$ cat src/rtl/stream_coord_source_if.sv
// Ready/valid stream bundle for the 17-bit tokenised stream.
//   data_out  : stream word, driven by the source
//   valid_out : data_out holds a valid word, driven by the source
//   ready_in  : the sink can accept a word, driven by the sink
interface stream_coord_source_if #(
  parameter int unsigned DATA_WIDTH = 17
);
  logic [DATA_WIDTH-1:0] data_out;
  logic                  valid_out;
  logic                  ready_in;

  modport master (output data_out, output valid_out, input ready_in);
  modport slave  (input data_out, input valid_out, output ready_in);
endinterface

$ cat src/rtl/stream_coord_source.sv
// Coordinate stream source: on start, emits base, base+stride, ... (count
// words), then a stop token carrying stop_level, then a done token, and
// pulses done once the done token is accepted.
//   clk, rst_n     : clock, synchronous active-low reset
//   clk_en         : global enable; all state freezes while low
//   start          : begin a sequence (honoured only when idle)
//   base/stride    : first coordinate and increment (16-bit, wrapping)
//   count          : number of coordinates (0 allowed)
//   stop_level     : level field of the stop token
//   strm (master)  : data_out / valid_out / ready_in stream
//   busy           : high whenever not idle
//   done           : one-cycle pulse after the done token handshake
module stream_coord_source #(
  parameter int unsigned DATA_WIDTH  = 17,
  parameter int unsigned LEVEL_WIDTH = 4
) (
  input  logic                   clk,
  input  logic                   rst_n,
  input  logic                   clk_en,
  input  logic                   start,
  input  logic [15:0]            base,
  input  logic [15:0]            stride,
  input  logic [15:0]            count,
  input  logic [LEVEL_WIDTH-1:0] stop_level,
  stream_coord_source_if.master  strm,
  output logic                   busy,
  output logic                   done
);

  localparam int unsigned PAY_W = 16;
  localparam logic [DATA_WIDTH-1:0] DONE_TOK = DATA_WIDTH'(17'h10100);

  typedef enum logic [1:0] {
    S_IDLE = 2'd0,
    S_EMIT = 2'd1,
    S_STOP = 2'd2,
    S_DONE = 2'd3
  } state_t;

  state_t                 state;
  logic [PAY_W-1:0]       stride_q;
  logic [PAY_W-1:0]       count_q;
  logic [PAY_W-1:0]       idx_q;
  logic [LEVEL_WIDTH-1:0] level_q;

  logic             hs_c;
  logic [PAY_W-1:0] next_coord_c;

  // Stop token: control flag set, level zero-extended into the payload.
  function automatic logic [DATA_WIDTH-1:0] stop_tok(input logic [LEVEL_WIDTH-1:0] lvl);
    return DATA_WIDTH'({1'b1, PAY_W'(lvl)});
  endfunction

  assign hs_c         = clk_en && strm.valid_out && strm.ready_in;
  assign next_coord_c = strm.data_out[PAY_W-1:0] + stride_q;

  // Sequencer: every output is a register, advanced only by a handshake.
  always_ff @(posedge clk) begin
    if (!rst_n) begin
      state          <= S_IDLE;
      stride_q       <= '0;
      count_q        <= '0;
      idx_q          <= '0;
      level_q        <= '0;
      strm.data_out  <= '0;
      strm.valid_out <= 1'b0;
      busy           <= 1'b0;
      done           <= 1'b0;
    end else if (clk_en) begin
      done <= 1'b0;
      unique case (state)
        S_IDLE: begin
          // A start coinciding with the done pulse is dropped.
          if (start && !done) begin
            stride_q       <= stride;
            count_q        <= count;
            level_q        <= stop_level;
            busy           <= 1'b1;
            strm.valid_out <= 1'b1;
            if (count != '0) begin
              strm.data_out <= DATA_WIDTH'({1'b0, base});
              idx_q         <= PAY_W'(1);
              state         <= S_EMIT;
            end else begin
              strm.data_out <= stop_tok(stop_level);
              state         <= S_STOP;
            end
          end
        end
        S_EMIT: begin
          if (hs_c) begin
            if (idx_q < count_q) begin
              strm.data_out <= DATA_WIDTH'({1'b0, next_coord_c});
              idx_q         <= idx_q + PAY_W'(1);
            end else begin
              strm.data_out <= stop_tok(level_q);
              state         <= S_STOP;
            end
          end
        end
        S_STOP: begin
          if (hs_c) begin
            strm.data_out <= DONE_TOK;
            state         <= S_DONE;
          end
        end
        S_DONE: begin
          if (hs_c) begin
            strm.data_out  <= '0;
            strm.valid_out <= 1'b0;
            busy           <= 1'b0;
            done           <= 1'b1;
            state          <= S_IDLE;
          end
        end
        default: state <= S_IDLE;
      endcase
    end
  end

endmodule

$ cat src/flat_wrapper.sv
// flat-port wrapper written by rule: the top's interface ports become plain ports
module stream_coord_source_flat 
#(
  parameter int unsigned DATA_WIDTH  = 17,
  parameter int unsigned LEVEL_WIDTH = 4
)
  (clk, rst_n, clk_en, start, base, stride, count, stop_level, busy, done, strm_data_out, strm_valid_out, strm_ready_in);
  stream_coord_source_if #(.DATA_WIDTH(DATA_WIDTH)) strm_i ();
  input  logic clk;
  input  logic rst_n;
  input  logic clk_en;
  input  logic start;
  input  logic [15:0] base;
  input  logic [15:0] stride;
  input  logic [15:0] count;
  input  logic [LEVEL_WIDTH-1:0] stop_level;
  output logic busy;
  output logic done;
  output wire logic [$bits(strm_i.data_out)-1:0] strm_data_out;
  output wire logic [$bits(strm_i.valid_out)-1:0] strm_valid_out;
  input wire logic [$bits(strm_i.ready_in)-1:0] strm_ready_in;
  assign strm_data_out = strm_i.data_out;
  assign strm_valid_out = strm_i.valid_out;
  assign strm_i.ready_in = strm_ready_in;
  stream_coord_source #(.DATA_WIDTH(DATA_WIDTH), .LEVEL_WIDTH(LEVEL_WIDTH)) u_core (.clk(clk), .rst_n(rst_n), .clk_en(clk_en), .start(start), .base(base), .stride(stride), .count(count), .stop_level(stop_level), .strm(strm_i), .busy(busy), .done(done));
endmodule
$ cat config.mk
export PLATFORM = sky130hd
export DESIGN_NAME = stream_coord_source_flat
export DESIGN_NICKNAME = d
export VERILOG_FILES = /design/src/rtl/stream_coord_source_if.sv /design/src/rtl/stream_coord_source.sv /design/src/flat_wrapper.sv
export SDC_FILE = /design/constraint.sdc
export NUM_CORES = 1
export LEC_CHECK = 0
export ABC_AREA = 1
export BUFFER_PORTS_ARGS = -buffer_cell sky130_fd_sc_hd__clkbuf_2
export CAP_MARGIN = 25
export CORE_MARGIN = 4
export CORE_UTILIZATION = 42
export CTS_CLUSTER_DIAMETER = 200
export CTS_CLUSTER_SIZE = 20
export DETAILED_ROUTE_END_ITERATION = 10
export GPL_TIMING_DRIVEN = 0
export RECOVER_POWER = 50
export REMOVE_ABC_BUFFERS = 1
export SETUP_SLACK_MARGIN = 0.3
export SLEW_MARGIN = 20
export SYNTH_ARGS = -nofsm -noshare
export SYNTH_HDL_FRONTEND = slang
export SYNTH_SLANG_ARGS = --single-unit
$ cat constraint.sdc
create_clock -name clk -period 1.9 [get_ports clk]
set_input_delay 0.285 -clock clk [delete_from_list [all_inputs] [get_ports clk]]
set_output_delay 0.285 -clock clk [all_outputs]
set_load 0.01 [all_outputs]
==> summary.txt <==
Run status
  – Status: finished, violations left
  – Failing checks: setup timing

Yosys
  – Yosys top cell area share: 0.3111
  – Post-synth EDFFs: 0
  – Seq/Total Area, Yosys: 0.3111
  – Synth area leaders: dfxtp_1 (31%), ha_1 (9.3%), nand2_1 (8.6%), nor2_1 (8.5%), o21ai_0 (6.6%)
  – FF+latch count, synth: 73
  – Proportion of synthesized area in mux cells: 0
  – Mapped cell area: 0.004697 mm2
  – Mean post-synth cell area: 6.918 um2
  – Asr flop ratio synth: 0
  – Synth Instances: 679
  – Area fraction in compound gates after synthesis: 0.1777
  – Yosys cell types: 41
  – Synth Area in Simple Gates: 0.2981
  – Top_reg_cell synth: dfxtp_1
  – Ys Warns: 0
  – Synth Area in Adders: 0.09750
  – Post-Synth XOR/XNOR Area: 0.03356
  – Dominant cell type by area after synthesis: dfxtp_1
  – Main combinational cell family by area after synthesis: simple AND/OR/NAND/NOR gates

Pwr
  – Switching part of the total: 0.4348
  – Sw Pwr: 2.847 mW
  – Sequential share of power: 0.309
  – VDD IR max: 0.5318 mV
  – Clock power frac: 0.193
  – Pint: 3.702 mW
  – Leakage power: 2.656 nW
  – Cell Pwr Density: 1041 mW/mm2
  – Logic gate share of total power: 0.498

Clocking
  – Number of CTS-inserted buffers: 9
  – Clock sinks: 73
  – Post-cts hold buffer count: 0
  – Longest Clk Path Bufs: 2
  – Clock Latency Late Sink: 370 ps
  – Root buf cell: clkbuf_8
  – Clock slew at reported path FFs: 80 ps
  – CTS tree: built
  – H-tree depth: 3

Routing
  – Total Wirelength: 15.24 mm
  – Vias: 5,011
  – Drt pass-1 iters: 5
  – Routed WL per cell: 16.44 um
  – Vias per inst: 5.406
  – Routed Antenna Nets: 0
  – DRT iter0 DRCs: 277
  – DRC: 0

STA
  – Slew @ Worst Pin: 756.3 ps
  – Minimum hold slack: 168.7 ps
  – Final Hold Vio Count: 0
  – Setup violators final: 1
  – Fin Clk Skew: 9.860 ps
  – Worst slew margin: 0.4953
  – Min Tclk post-route: 1984 ps
  – Unrepaired setup endpoints after global routing: true
  – Max Freq: 0.5039 GHz
  – Max Slew Vio Count: 0
  – Final Worst Setup Slack: -84.40 ps
  – Period utilization: 1.044

Final layout
  – Layout fillers: 1,053
  – Ant. Diodes: 0
  – Util after Layout: 0.5780
  – Layout cells sized above 1: 0.3456
  – P&R area growth vs syn: 33.99%
  – Fin cells: 927
  – Nets: 875

Floorplanning
  – Initial Util: 0.4314
  – FP Rows: 38
  – Ports: 77
  – Die area: 0.01294 mm2
  – Die W: 113.8 um
  – Chip Height: 113.8 um
  – Core ar.: 0.01089 mm2

Worst setup path
  – Worst Setup Path Type: reg -> reg
  – WP data arrival: 2270 ps
  – Setup crit end kind: flop
  – CP max FO: 6
  – CP required: 2190 ps
  – Critical Path Start Type: flop

Global route
  – Number of global-route vias before repair: 4,778
  – Grt met1 use: 0.3288
  – GR Overflow Total: 0
  – Met3 global-route usage: 0.02812
  – Largest net degree at the start of global routing: 59
  – Total track usage: 0.2314
  – Antenna violations before repair: 0
  – Met2 Use GR: 0.3596
  – Global routing's busiest layer: met2
  – First-pass GRT wire length: 23.74 mm

Placed design
  – Gpl congestion: 0.8726
  – Cells after DPL: 869
  – HPWL after DPL: 9.569 mm
  – Buffers on Ports: 76
  – Place WS: -1177 ps

Min path
  – Worst min-delay path category: in -> reg

Flow run
  – Max-cap violations: 0
-- routing by layer --
layer / vias up / routed length, um
met3: 29 / 1029
met2: 182 / 6887
met4: 0 / 312
met5: - / 0
li1: 2476 / -
met1: 2324 / 7008
-- layout by cell type, fill, tap and decap left out, types with 8 or more instances in the layout --
cell type | netlist | final
a21oi_1 | 60 | 46
a21oi_2 | 10 | 23
buf_4 | 1 | 29
clkbuf_1 | 20 | 16
clkbuf_2 | 0 | 62
clkbuf_8 | 0 | 10
dfxtp_1 | 73 | 48
dfxtp_2 | 0 | 12
dfxtp_4 | 0 | 13
ha_1 | 35 | 10
ha_2 | 0 | 8
ha_4 | 0 | 17
inv_1 | 56 | 47
inv_2 | 7 | 11
nand2_1 | 107 | 93
nand2_2 | 14 | 25
nand3_1 | 48 | 34
nand3_2 | 1 | 14
nand4_1 | 14 | 14
nor2_1 | 106 | 103
o21ai_0 | 62 | 59
xor2_1 | 13 | 13
-- cells in the mapped netlist, types with 2 or more instances --
cell      count
a21o_1        2
a21oi_1      60
a21oi_2      10
a31oi_1       3
buf_2         3
buf_6         2
clkbuf_1     20
dfxtp_1      73
ha_1         35
inv_1        56
inv_2         7
nand2_1     107
nand2_2      14
nand2_4       3
nand3_1      48
nand3b_1      5
nand4_1      14
nor2_1      106
nor2_2        2
nor3_1        7
nor3b_1       3
o21ai_0      62
o21bai_1      3
xnor2_1       5
xor2_1       13
-- path summary, 6_finish.rpt --
kind | startpoint | to | slack, ps | depth (start not counted)
worst max register to register | u_core.idx_q[0] | u_core.idx_q[14] | -80 | 7
worst max-delay path | u_core.idx_q[0] | u_core.idx_q[14] | -80 | 7
worst min register to register | u_core.count_q[8] | u_core.count_q[8] | 470 | 2
worst min-delay path | stride[1] | u_core.stride_q[1] | 170 | 3
-- kinds of logic (layout without fill, tap and decap cells) --
logic type | Yosys count | after routing
flip-flops | 73 | 73
AND/OR/NAND/NOR | 313 | 316
adder cells (fa/ha/maj) | 36 | 36
buffers and inverters | 91 | 196
XOR/XNOR | 18 | 18
AO/OA/AOI/OAI | 148 | 148
-- state kept, by name (all words and copies together), names as in the netlist --
signal                 flops
u_core.idx_q              16
u_core.count_q            16
u_core.state               2
u_core.done                1
u_core.level_q             4
u_core.stride_q           16
u_core.strm.data_out      17
u_core.strm.valid_out      1
-- metrics by stage --
stage	cell area (um2)	TNS [ps]	power, mW
2_1_floorplan	4557	-28220	3.619
3_3_place_gp	5112	-96610	4.285
3_5_place_dp	5145	-58020	4.347
4_1_cts	5974	0	6.289
5_1_grt	6294	-1525	6.986
6_report	6294	-84.40	6.549
-- power by group through the flow --
stage,Combinational (mW),Sequential [mW],Clock [mW]
4_1_cts,3.02,1.99,1.28
3_5_place_dp,2.32,2.03,0
5_1_grt,3.59,2.06,1.34
3_3_place_gp,2.26,2.02,0
2_1_floorplan,1.60,2.02,0
6_report,3.26,2.02,1.27
-- repair_timing --
action | CTS | global route
setup buffers | 31 | 4
cloned | 6 | 1
pin swaps | 20 | 24
resized for setup | 90 | 72
endpoints found under the setup margin | 73 | 70
hold endpoints to repair | 0 | 0
-- area by class of cell --
type / instances / area (um2) / share of cell area
inverter: 64 / 271.5 / 0.04314
clock inverter: 3 / 40.04 / 0.006362
timing repair inverter: 2 / 13.76 / 0.002187
timing repair buffer: 114 / 728.2 / 0.1157
multi-input combinational: 518 / 3391 / 0.5388
sequential: 73 / 1525 / 0.2423
tap: 140 / 175.2 / 0.02783
clock buffer: 13 / 148.9 / 0.02366
-- critical path, cell delays in order (launching register included) --
cell	delay, ps
dfxtp_2	400
ha_1	240
nand2_1	110
nor3b_1	480
a31oi_1	160
nor3b_1	290
nand3_2	90
a21oi_1	120
Power figures use the tool's default switching activity.
